--- src/rtl/spi_slave_if_if.sv ---
// Board-level SPI pins plus the host-side tx/rx byte handshake of the spi_slave_if target.
// The target connects through the slave modport; the driving agent uses the master modport.
interface spi_slave_if_if #(
    parameter int WIDTH = 8
);
    logic             sclk;
    logic             cs;
    logic             mosi;
    logic             miso;
    logic             miso_oe;
    logic [WIDTH-1:0] tx_data;
    logic             tx_valid;
    logic             tx_ready;
    logic [WIDTH-1:0] rx_data;
    logic             rx_valid;
    logic             frame_err;

    modport slave (
        input  sclk, cs, mosi, tx_data, tx_valid,
        output miso, miso_oe, tx_ready, rx_data, rx_valid, frame_err
    );

    modport master (
        output sclk, cs, mosi, tx_data, tx_valid,
        input  miso, miso_oe, tx_ready, rx_data, rx_valid, frame_err
    );
endinterface

--- src/rtl/spi_slave_if.sv ---
// SPI mode-0 target: MSB-first MOSI bytes become rx_data strobes, tx bytes (or IDLE_BYTE) go out on MISO.
// Define SPI_SLAVE_SYNC_EN to pass sclk/cs/mosi through 2-flop synchronisers (+2 clk latency).
module spi_slave_if #(
    parameter int               WIDTH     = 8,
    parameter logic [WIDTH-1:0] IDLE_BYTE = WIDTH'(8'hFF)
) (
    input logic           clk,
    input logic           rst,
    spi_slave_if_if.slave bus
);
    localparam int               CNT_W    = $clog2(WIDTH + 1);
    localparam logic [CNT_W-1:0] FULL_CNT = CNT_W'(WIDTH);

    typedef enum logic [1:0] {
        IDLE,
        LOAD,
        SHIFT
    } state_t;

    state_t           state;
    state_t           next_state;
    logic             sclk_s;
    logic             cs_s;
    logic             mosi_s;
    logic             sclk_q;
    logic             cs_q;
    logic             rise;
    logic             fall;
    logic             cs_fall;
    logic             cs_rise;
    logic             selected;
    logic             sample;
    logic             complete;
    logic             load_now;
    logic             frame_err_d;
    logic [CNT_W-1:0] bit_cnt;
    logic [CNT_W-1:0] cnt_base;
    logic [CNT_W-1:0] cnt_after;
    logic [WIDTH-1:0] rx_shift;
    logic [WIDTH-1:0] tx_shift;
    logic [WIDTH-1:0] rx_data_r;
    logic             rx_valid_r;
    logic             frame_err_r;

`ifdef SPI_SLAVE_SYNC_EN
    logic [1:0] sclk_sync;
    logic [1:0] cs_sync;
    logic [1:0] mosi_sync;

    always_ff @(posedge clk) begin
        if (rst) begin
            sclk_sync <= 2'b00;
            cs_sync   <= 2'b11;
            mosi_sync <= 2'b00;
        end else begin
            sclk_sync <= {sclk_sync[0], bus.sclk};
            cs_sync   <= {cs_sync[0], bus.cs};
            mosi_sync <= {mosi_sync[0], bus.mosi};
        end
    end

    assign sclk_s = sclk_sync[1];
    assign cs_s   = cs_sync[1];
    assign mosi_s = mosi_sync[1];
`else
    assign sclk_s = bus.sclk;
    assign cs_s   = bus.cs;
    assign mosi_s = bus.mosi;
`endif

    always_ff @(posedge clk) begin
        if (rst) begin
            sclk_q <= 1'b0;
            cs_q   <= 1'b1;
        end else begin
            sclk_q <= sclk_s;
            cs_q   <= cs_s;
        end
    end

    assign rise    = sclk_s & ~sclk_q;
    assign fall    = ~sclk_s & sclk_q;
    assign cs_fall = ~cs_s & cs_q;
    assign cs_rise = cs_s & ~cs_q;

    // Gating on cs_q lets the final rise that coincides with cs_rise still be sampled.
    assign selected = ~cs_q && (state != IDLE);
    assign sample   = selected & rise;
    assign complete = (bit_cnt == FULL_CNT);

    assign cnt_base  = (state == LOAD || complete) ? '0 : bit_cnt;
    assign cnt_after = sample ? cnt_base + CNT_W'(1) : cnt_base;

    always_ff @(posedge clk) begin
        if (rst) begin
            state <= IDLE;
        end else begin
            state <= next_state;
        end
    end

    always_comb begin
        next_state  = state;
        load_now    = 1'b0;
        frame_err_d = 1'b0;
        case (state)
            IDLE: begin
                if (cs_fall) begin
                    next_state = LOAD;
                end
            end
            LOAD: begin
                next_state = SHIFT;
                load_now   = 1'b1;
            end
            SHIFT: begin
                if (complete) begin
                    load_now = 1'b1;
                end
            end
            default: begin
                next_state = IDLE;
            end
        endcase
        if (cs_rise) begin
            next_state  = IDLE;
            load_now    = 1'b0;
            frame_err_d = (cnt_after != '0) && (cnt_after != FULL_CNT);
        end
    end

    // A fall with bit_cnt==0 is the trailing edge of the previous byte and must not
    // shift away the MSB just reloaded for the next byte.
    always_ff @(posedge clk) begin
        if (rst) begin
            bit_cnt     <= '0;
            rx_shift    <= '0;
            tx_shift    <= IDLE_BYTE;
            rx_data_r   <= '0;
            rx_valid_r  <= 1'b0;
            frame_err_r <= 1'b0;
        end else begin
            rx_valid_r  <= complete;
            frame_err_r <= frame_err_d;
            if (complete) begin
                rx_data_r <= rx_shift;
            end
            if (load_now) begin
                tx_shift <= bus.tx_valid ? bus.tx_data : IDLE_BYTE;
            end else if (selected && fall && (bit_cnt != '0) && !complete) begin
                tx_shift <= {tx_shift[WIDTH-2:0], 1'b0};
            end
            if (frame_err_d) begin
                rx_shift <= '0;
                bit_cnt  <= '0;
            end else if (sample) begin
                rx_shift <= {rx_shift[WIDTH-2:0], mosi_s};
                bit_cnt  <= cnt_after;
            end else begin
                bit_cnt <= cnt_base;
            end
        end
    end

    assign bus.miso      = ~cs_q & tx_shift[WIDTH-1];
    assign bus.miso_oe   = ~cs_q;
    assign bus.tx_ready  = load_now & bus.tx_valid;
    assign bus.rx_data   = rx_data_r;
    assign bus.rx_valid  = rx_valid_r;
    assign bus.frame_err = frame_err_r;
endmodule

--- src/flat_wrapper.sv ---
// flat-port wrapper written by rule: the top's interface ports become plain ports
module spi_slave_if_flat 
#(
    parameter int               WIDTH     = 8,
    parameter logic [WIDTH-1:0] IDLE_BYTE = WIDTH'(8'hFF)
)
  (clk, rst, bus_sclk, bus_cs, bus_mosi, bus_tx_data, bus_tx_valid, bus_miso, bus_miso_oe, bus_tx_ready, bus_rx_data, bus_rx_valid, bus_frame_err);
  spi_slave_if_if #(.WIDTH(WIDTH)) bus_i ();
  input logic clk;
  input logic rst;
  input wire logic [$bits(bus_i.sclk)-1:0] bus_sclk;
  input wire logic [$bits(bus_i.cs)-1:0] bus_cs;
  input wire logic [$bits(bus_i.mosi)-1:0] bus_mosi;
  input wire logic [$bits(bus_i.tx_data)-1:0] bus_tx_data;
  input wire logic [$bits(bus_i.tx_valid)-1:0] bus_tx_valid;
  output wire logic [$bits(bus_i.miso)-1:0] bus_miso;
  output wire logic [$bits(bus_i.miso_oe)-1:0] bus_miso_oe;
  output wire logic [$bits(bus_i.tx_ready)-1:0] bus_tx_ready;
  output wire logic [$bits(bus_i.rx_data)-1:0] bus_rx_data;
  output wire logic [$bits(bus_i.rx_valid)-1:0] bus_rx_valid;
  output wire logic [$bits(bus_i.frame_err)-1:0] bus_frame_err;
  assign bus_i.sclk = bus_sclk;
  assign bus_i.cs = bus_cs;
  assign bus_i.mosi = bus_mosi;
  assign bus_i.tx_data = bus_tx_data;
  assign bus_i.tx_valid = bus_tx_valid;
  assign bus_miso = bus_i.miso;
  assign bus_miso_oe = bus_i.miso_oe;
  assign bus_tx_ready = bus_i.tx_ready;
  assign bus_rx_data = bus_i.rx_data;
  assign bus_rx_valid = bus_i.rx_valid;
  assign bus_frame_err = bus_i.frame_err;
  spi_slave_if #(.WIDTH(WIDTH), .IDLE_BYTE(IDLE_BYTE)) u_core (.clk(clk), .rst(rst), .bus(bus_i));
endmodule
--- config.mk ---
export PLATFORM = sky130hd
export DESIGN_NAME = spi_slave_if_flat
export DESIGN_NICKNAME = d
export VERILOG_FILES = /design/src/rtl/spi_slave_if_if.sv /design/src/rtl/spi_slave_if.sv /design/src/flat_wrapper.sv
export SDC_FILE = /design/constraint.sdc
export NUM_CORES = 1
export LEC_CHECK = 0
export ABC_AREA = 1
export CAP_MARGIN = 15
export CORE_UTILIZATION = 60
export DETAILED_ROUTE_END_ITERATION = 10
export DONT_BUFFER_PORTS = 1
export GPL_TIMING_DRIVEN = 0
export MAX_ROUTING_LAYER = met4
export PLACE_DENSITY = 0.75
export SYNTH_ARGS = -nofsm -noshare
export SYNTH_HDL_FRONTEND = slang
export SYNTH_SLANG_ARGS = --single-unit
--- constraint.sdc ---
create_clock -name clk -period 2 [get_ports clk]
set_input_delay 0.3 -clock clk [delete_from_list [all_inputs] [get_ports clk]]
set_output_delay 0.3 -clock clk [all_outputs]
set_load 0.01 [all_outputs]
Word-level counts from Yosys, hierarchy flattened
Index checks and enable logic that the tools add are counted.
{"block": "classes", "n_addsub": 1, "n_eq_ne": 5, "mux": 12, "n_bitwise": 12, "reduce_logical": 15}
{"op": "$mux W8", "count": 3}
{"op": "$mux W4", "count": 3}
{"op": "$reduce_bool A4 Y1", "count": 2}
{"op": "$and A1 B1 Y1", "count": 7}
{"op": "$pmux W2 S3", "count": 1}
{"op": "$logic_and A1 B1 Y1", "count": 5}
{"op": "$not A1 Y1", "count": 5}
{"op": "$add A4 B1 Y4 const B", "count": 1}
{"op": "$eq A4 B4 Y1 const B", "count": 1}
{"op": "$ne A4 B4 Y1 const B", "count": 1}
{"op": "$reduce_bool A2 Y1", "count": 2}
{"op": "$reduce_or A2 Y1", "count": 2}
{"op": "$mux W1", "count": 3}
{"op": "$eq A2 B1 Y1 const B", "count": 1}
{"op": "$eq A2 B2 Y1 const B", "count": 1}
{"op": "$logic_not A2 Y1", "count": 1}
{"op": "$mux W2", "count": 1}
{"op": "$ne A2 B1 Y1 const B", "count": 1}
{"op": "$pmux W1 S2", "count": 1}
{"op": "$reduce_and A2 Y1", "count": 1}
{"op": "$logic_not A1 Y1", "count": 1}
{"op": "$logic_or A1 B1 Y1", "count": 1}
{"block": "word_totals", "register_bits": 34, "input_bits": 14, "out_inout_bits": 13, "wordCells": 54}

Longest topological paths before layout
{"block": "logic_depth", "word_depth": 9, "depth_mapped": 14, "depth_no_buf": 14}

Worst setup path after synthesis
No wires, ideal clock.
{"block": "synth_path", "kind": "reg2reg", "start": "register u_core.state[1]", "end": "register u_core.bit_cnt[0]", "setup_ns": 0.065, "arrival_ns": 1.600, "required_time_ns": 1.935, "setup_slack_ns": 0.335, "path_stages_with_launch": 14, "path_buffers": 0, "synth_period_minus_slack_ns": 1.665, "path_cell_list": "dfxtp_1 -> inv_1 -> ha_1 -> inv_1 -> nand3_1 -> inv_1 -> ha_1 -> nand2_1 -> nand2_1 -> nor2_1 -> nand2_1 -> nand2_2 -> nand2_4 -> nor2_1"}
{"block": "synth_via", "elab_chain_len": 9, "word_cells_on_any_way": 14, "classes_between": "add/sub (1); eq/ne (2); mux (4); bitwise (1); reduce/logical (6)"}
{"item": "start, declared", "line": "spi_slave_if.sv:20", "text": "state_t state;"}
{"item": "start signal, assigned", "line": "spi_slave_if.sv:98", "text": "state <= next_state;"}
{"item": "$eq A2 B1 Y1", "line": "spi_slave_if.sv:91", "text": "assign cnt_base = (state == LOAD || complete) ? '0 : bit_cnt;"}
{"item": "$logic_or A1 B1 Y1", "line": "spi_slave_if.sv:91"}
{"item": "$mux W4", "line": "spi_slave_if.sv:91"}
{"item": "$add A4 B1 Y4", "line": "spi_slave_if.sv:92", "text": "assign cnt_after = sample ? cnt_base + CNT_W'(1) : cnt_base;"}
{"item": "$mux W4", "line": "spi_slave_if.sv:92"}
{"item": "$ne A4 B4 Y1 or $reduce_bool A4 Y1 (tied branches)", "line": "spi_slave_if.sv:128", "text": "frame_err_d = (cnt_after != '0) && (cnt_after != FULL_CNT);"}
{"item": "$logic_and A1 B1 Y1", "line": "spi_slave_if.sv:128"}
{"item": "$mux W1", "line": "spi_slave_if.sv:125", "text": "if (cs_rise) begin"}
{"item": "$reduce_or A2 Y1 (no line)"}
{"item": "end signal, assigned", "line": "spi_slave_if.sv:158", "text": "bit_cnt <= cnt_after;"}
{"item": "end signal, assigned", "line": "spi_slave_if.sv:160", "text": "bit_cnt <= cnt_base;"}
{"item": "end, declared", "line": "spi_slave_if.sv:36", "text": "logic [CNT_W-1:0] bit_cnt;"}
Several ways; a longest one is shown, not always the timed one.
A chain may end at the register's enable or synchronous reset.

Final worst setup path
{"block": "layout_path", "start": "register u_core.state[0]", "end": "output bus_tx_ready"}
{"block": "layout_via", "elab_chain_len": 4, "word_cells_on_any_way": 5, "classes_between": "eq/ne (2); mux (2); bitwise (1)"}
{"item": "$eq A2 B2 Y1 or $eq A2 B1 Y1 (tied branches)", "line": "spi_slave_if.sv:106", "text": "case (state)"}
{"item": "$pmux W1 S2 *", "line": "spi_slave_if.sv:106"}
{"item": "$mux W1 *", "line": "spi_slave_if.sv:125"}
{"item": "$and A1 B1 Y1 *", "line": "spi_slave_if.sv:167", "text": "assign bus.tx_ready = load_now & bus.tx_valid;"}
{"item": "end, declared", "line": "flat_wrapper.sv:18", "text": "output wire logic [$bits(bus_i.tx_ready)-1:0] bus_tx_ready;"}
Mark *: on every way between the ends. The rest lies on a longest branch, timed or not.

==> reports/results.tsv <==
metric	value	unit
worstSkewPairLatency	0.33	ns
reg2regPathDepth	13	
global_route_wire_length_before_repair	4860	um
groute.usage.overall	25.1	%
synth_sequential_area_ratio	43.4	%
die_w	53.1	um
antenna_violating_nets_post_route	0	
totalWireLength	3220	um
comb_power_share	22.2	%
worstSetupEndpointType	primary output	
synth.ff_latch_count	34	
drc	0	
postSynth.topFlopCell	sky130_fd_sc_hd__dfxtp_1	
h_tree_levels	2	
synth.most_common_cell	sky130_fd_sc_hd__inv_1	
critPathLaunchType	register	
fin_worst_skew	0.00889	ns
synth.avg_cell_area	6.97	sq um
post-synth-top-area-cell	sky130_fd_sc_hd__dfxtp_1	
routability_congestion_estimate	0.836	
max-slew-margin-rel	70.5	%
period_share	93.4	%
hold_path.startpoint	rst	
max_cap_viol_count	0	
status	completed	
drive_above_1_share	12.4	%
numClockSinks	34	
standard_cell_rows	18	
io-pin-count	27	
route.detailed.wl_per_inst	11.9	um
totalPowerFinal	0.00147	W
die_area	2820	sq um
worst-endpoint-required	1.70	ns
floorplan.core_area	2480	sq um
r2r_slack	0.14	ns
final_area	1740	sq um
num_antenna_cells	0	
grt_start_max_net_pins	11	
clkPwrFrac	26.9	%
synth_cell_type_count	19	
via_count_of_the_first_global_routing_pass	1209	
cp.arrival	1.57	ns
hold-path-endpoint	u_core.sclk_q	
hold_path_class	in2reg	
post_synth_mux_area_share	0	%
main_combinational_cell_family_by_area_after_synthesis	simple AND/OR/NAND/NOR gates	
cts_root_buffer	sky130_fd_sc_hd__clkbuf_4	
synth-warning-count	0	
tightest_slew	0.443	ns
async_flop_share	0	%
power.static_leakage	0.861	nW
synth-edff-count	0	
num_vias	1414	
final-hold-violation-count	0	
ir_worst_vdd	0.826	mV
fin_util	70.2	%
area_share_of_fa_ha_maj_cells_after_synthesis	3.19	%
ys_top_cells_by_count	sky130_fd_sc_hd__inv_1 (44), sky130_fd_sc_hd__nand2_1 (38), sky130_fd_sc_hd__dfxtp_1 (34)	
floorplan.initialDensity	63.3	%
post_dp_cell_area	1610	sq um
synth_top_area_share	43.4	%
finalNetCount	258	
cts_tree	done	
synth.area.top_cells	sky130_fd_sc_hd__dfxtp_1 (43%), sky130_fd_sc_hd__inv_1 (11%), sky130_fd_sc_hd__o21ai_0 (9.3%)	
netlist_instances	225	
place_hpwl	2250	um
netSwitchingPower	0.000451	W
globalRoute.totalOverflow	0	
fraction_of_the_mapped_netlist_area_in_simple_logic_gates	25.0	%
synth-xor-area-share	0	%
p_per_area	843	nW/um^2
timing.final.crit_period	1.87	ns
timing.hold.worst_path_depth	1	
area_delta_synth_final	10.8	%
die-height	53.1	um
syn_nets	243	
number_of_i_o_port_buffers	0	
reg2reg_to	u_core.rx_shift[4]	
worst_setup_hold_path_clk_slew	0.10	ns
drtIter0Drc	36	
cts-root-to-sink-buffers	2	
setup.worst_path.class	reg2out	
critical_path.max_fanout	10	
drt_pass1_iterations	4	
cts_buffers	5	
drv_slew	0	
max_clock_freq	0.535	GHz
power_frac_seq	50.9	%
finalSetupViolCount	0	
int_power	0.00101	W
via_density	5.22	
swShare	30.8	%
synth_area	1570	sq um
antenna_found_initial	0	
worstReg2RegStart	u_core.state[1]	
synth-compound-area-share	15.8	%
==> stage by stage <==
| stage | hold slack (ns) | instances | setup WS (ns) | TNS (ns) |
|---|---|---|---|---|
| after global placement | 0.375 | 255 | 0.157 | 0 |
| final | 0.0191 | 271 | 0.131 | 0 |
| after CTS | 0.00743 | 263 | 0.00880 | 0 |
| after global routing | 0.000945 | 271 | -0.0250 | -0.167 |
| after detailed placement | 0.376 | 255 | 0.0446 | 0 |
| after floorplan | 0.372 | 225 | 0.335 | 0 |
==> critical path, cell delays in order, from the launching register on <==
cell                      delay [ns]
sky130_fd_sc_hd__dfxtp_2        0.35
sky130_fd_sc_hd__inv_1          0.06
sky130_fd_sc_hd__ha_1           0.27
sky130_fd_sc_hd__o21ai_0        0.08
sky130_fd_sc_hd__nor2_1         0.12
sky130_fd_sc_hd__nand2_2        0.10
sky130_fd_sc_hd__buf_6          0.15
sky130_fd_sc_hd__nor2_4         0.10
==> logic make-up (layout without fill, tap and decap cells) <==
logic type                 after synthesis  in the layout
buffers and inverters                   50             66
adders and majority gates                4              4
DFF                                     34             34
and+or+nand+nor                         91             91
AOI/OAI and AO/OA                       46             46
==> flip-flops by register name, indices dropped and copies added, names as in the netlist <==
name / cells
u_core.bus.rx_data: 8
u_core.rx_shift: 8
u_core.tx_shift: 8
u_core.bit_cnt: 4
u_core.state: 2
u_core.bus.frame_err: 1
u_core.bus.rx_valid: 1
u_core.cs_q: 1
u_core.sclk_q: 1
==> cell type report <==
type                            count  area (sq um)
Fill cell                         225           738
Multi-Input combinational cell    141           698
Sequential cell                    34           683
Inverter                           45           169
Timing Repair Buffer                8          62.6
Clock buffer                        7          55.1
Tap cell                           30          37.5
Buffer                              5          28.8
Clock inverter                      1          5.00
==> metal layers <==
metal,wire [um],global-route usage (%)
met4,44,9.21
met3,222,9.77
met5,0,-
met2,1570,40.1
met1,1380,28.4
==> timing repair <==
item | CTS | global route
pin swaps | 0 | 2
hold buffers | 0 | 1
gates resized for setup | 1 | 4
setup endpoints to repair | 1 | 11
hold endpoints to repair | 0 | 2
setup buffers | 0 | 7
==> cell usage in the layout (no fill, tap or decap), drive strengths merged <==
cell / count
o31ai: 5
clkbuf: 9
clkinv: 2
inv: 44
buf: 10
dlygate4sd3: 1
nand4: 4
o211ai: 2
ha: 4
dfxtp: 34
nor2: 35
o21ai: 29
nand3: 7
nand2: 45
a21oi: 10
==> power groups by stage <==
stage	Combinational [W]	Sequential, W	Clock, W
after floorplan	0.000227	0.000751	0
after global placement	0.000264	0.000754	0
after detailed placement	0.000279	0.000757	0
after CTS	0.000281	0.000741	0.000407
after global routing	0.000366	0.000751	0.000439
final	0.000326	0.000745	0.000395
==> how the worst max path moves through the flow <==
stage,endpoint,from,slack (ns),cells past startpoint
after floorplan,u_core.bit_cnt[0],u_core.state[1],0.33,13
after detailed placement,u_core.rx_shift[6],u_core.state[1],0.04,14
final,bus_tx_ready,u_core.state[0],0.13,7
after CTS,bus_tx_ready,u_core.state[0],0.009,7
after global placement,u_core.rx_shift[5],u_core.state[1],0.16,13
after global routing,u_core.rx_shift[7],u_core.state[1],-0.03,13
No activity file was read; power rests on OpenSTA's default activity.
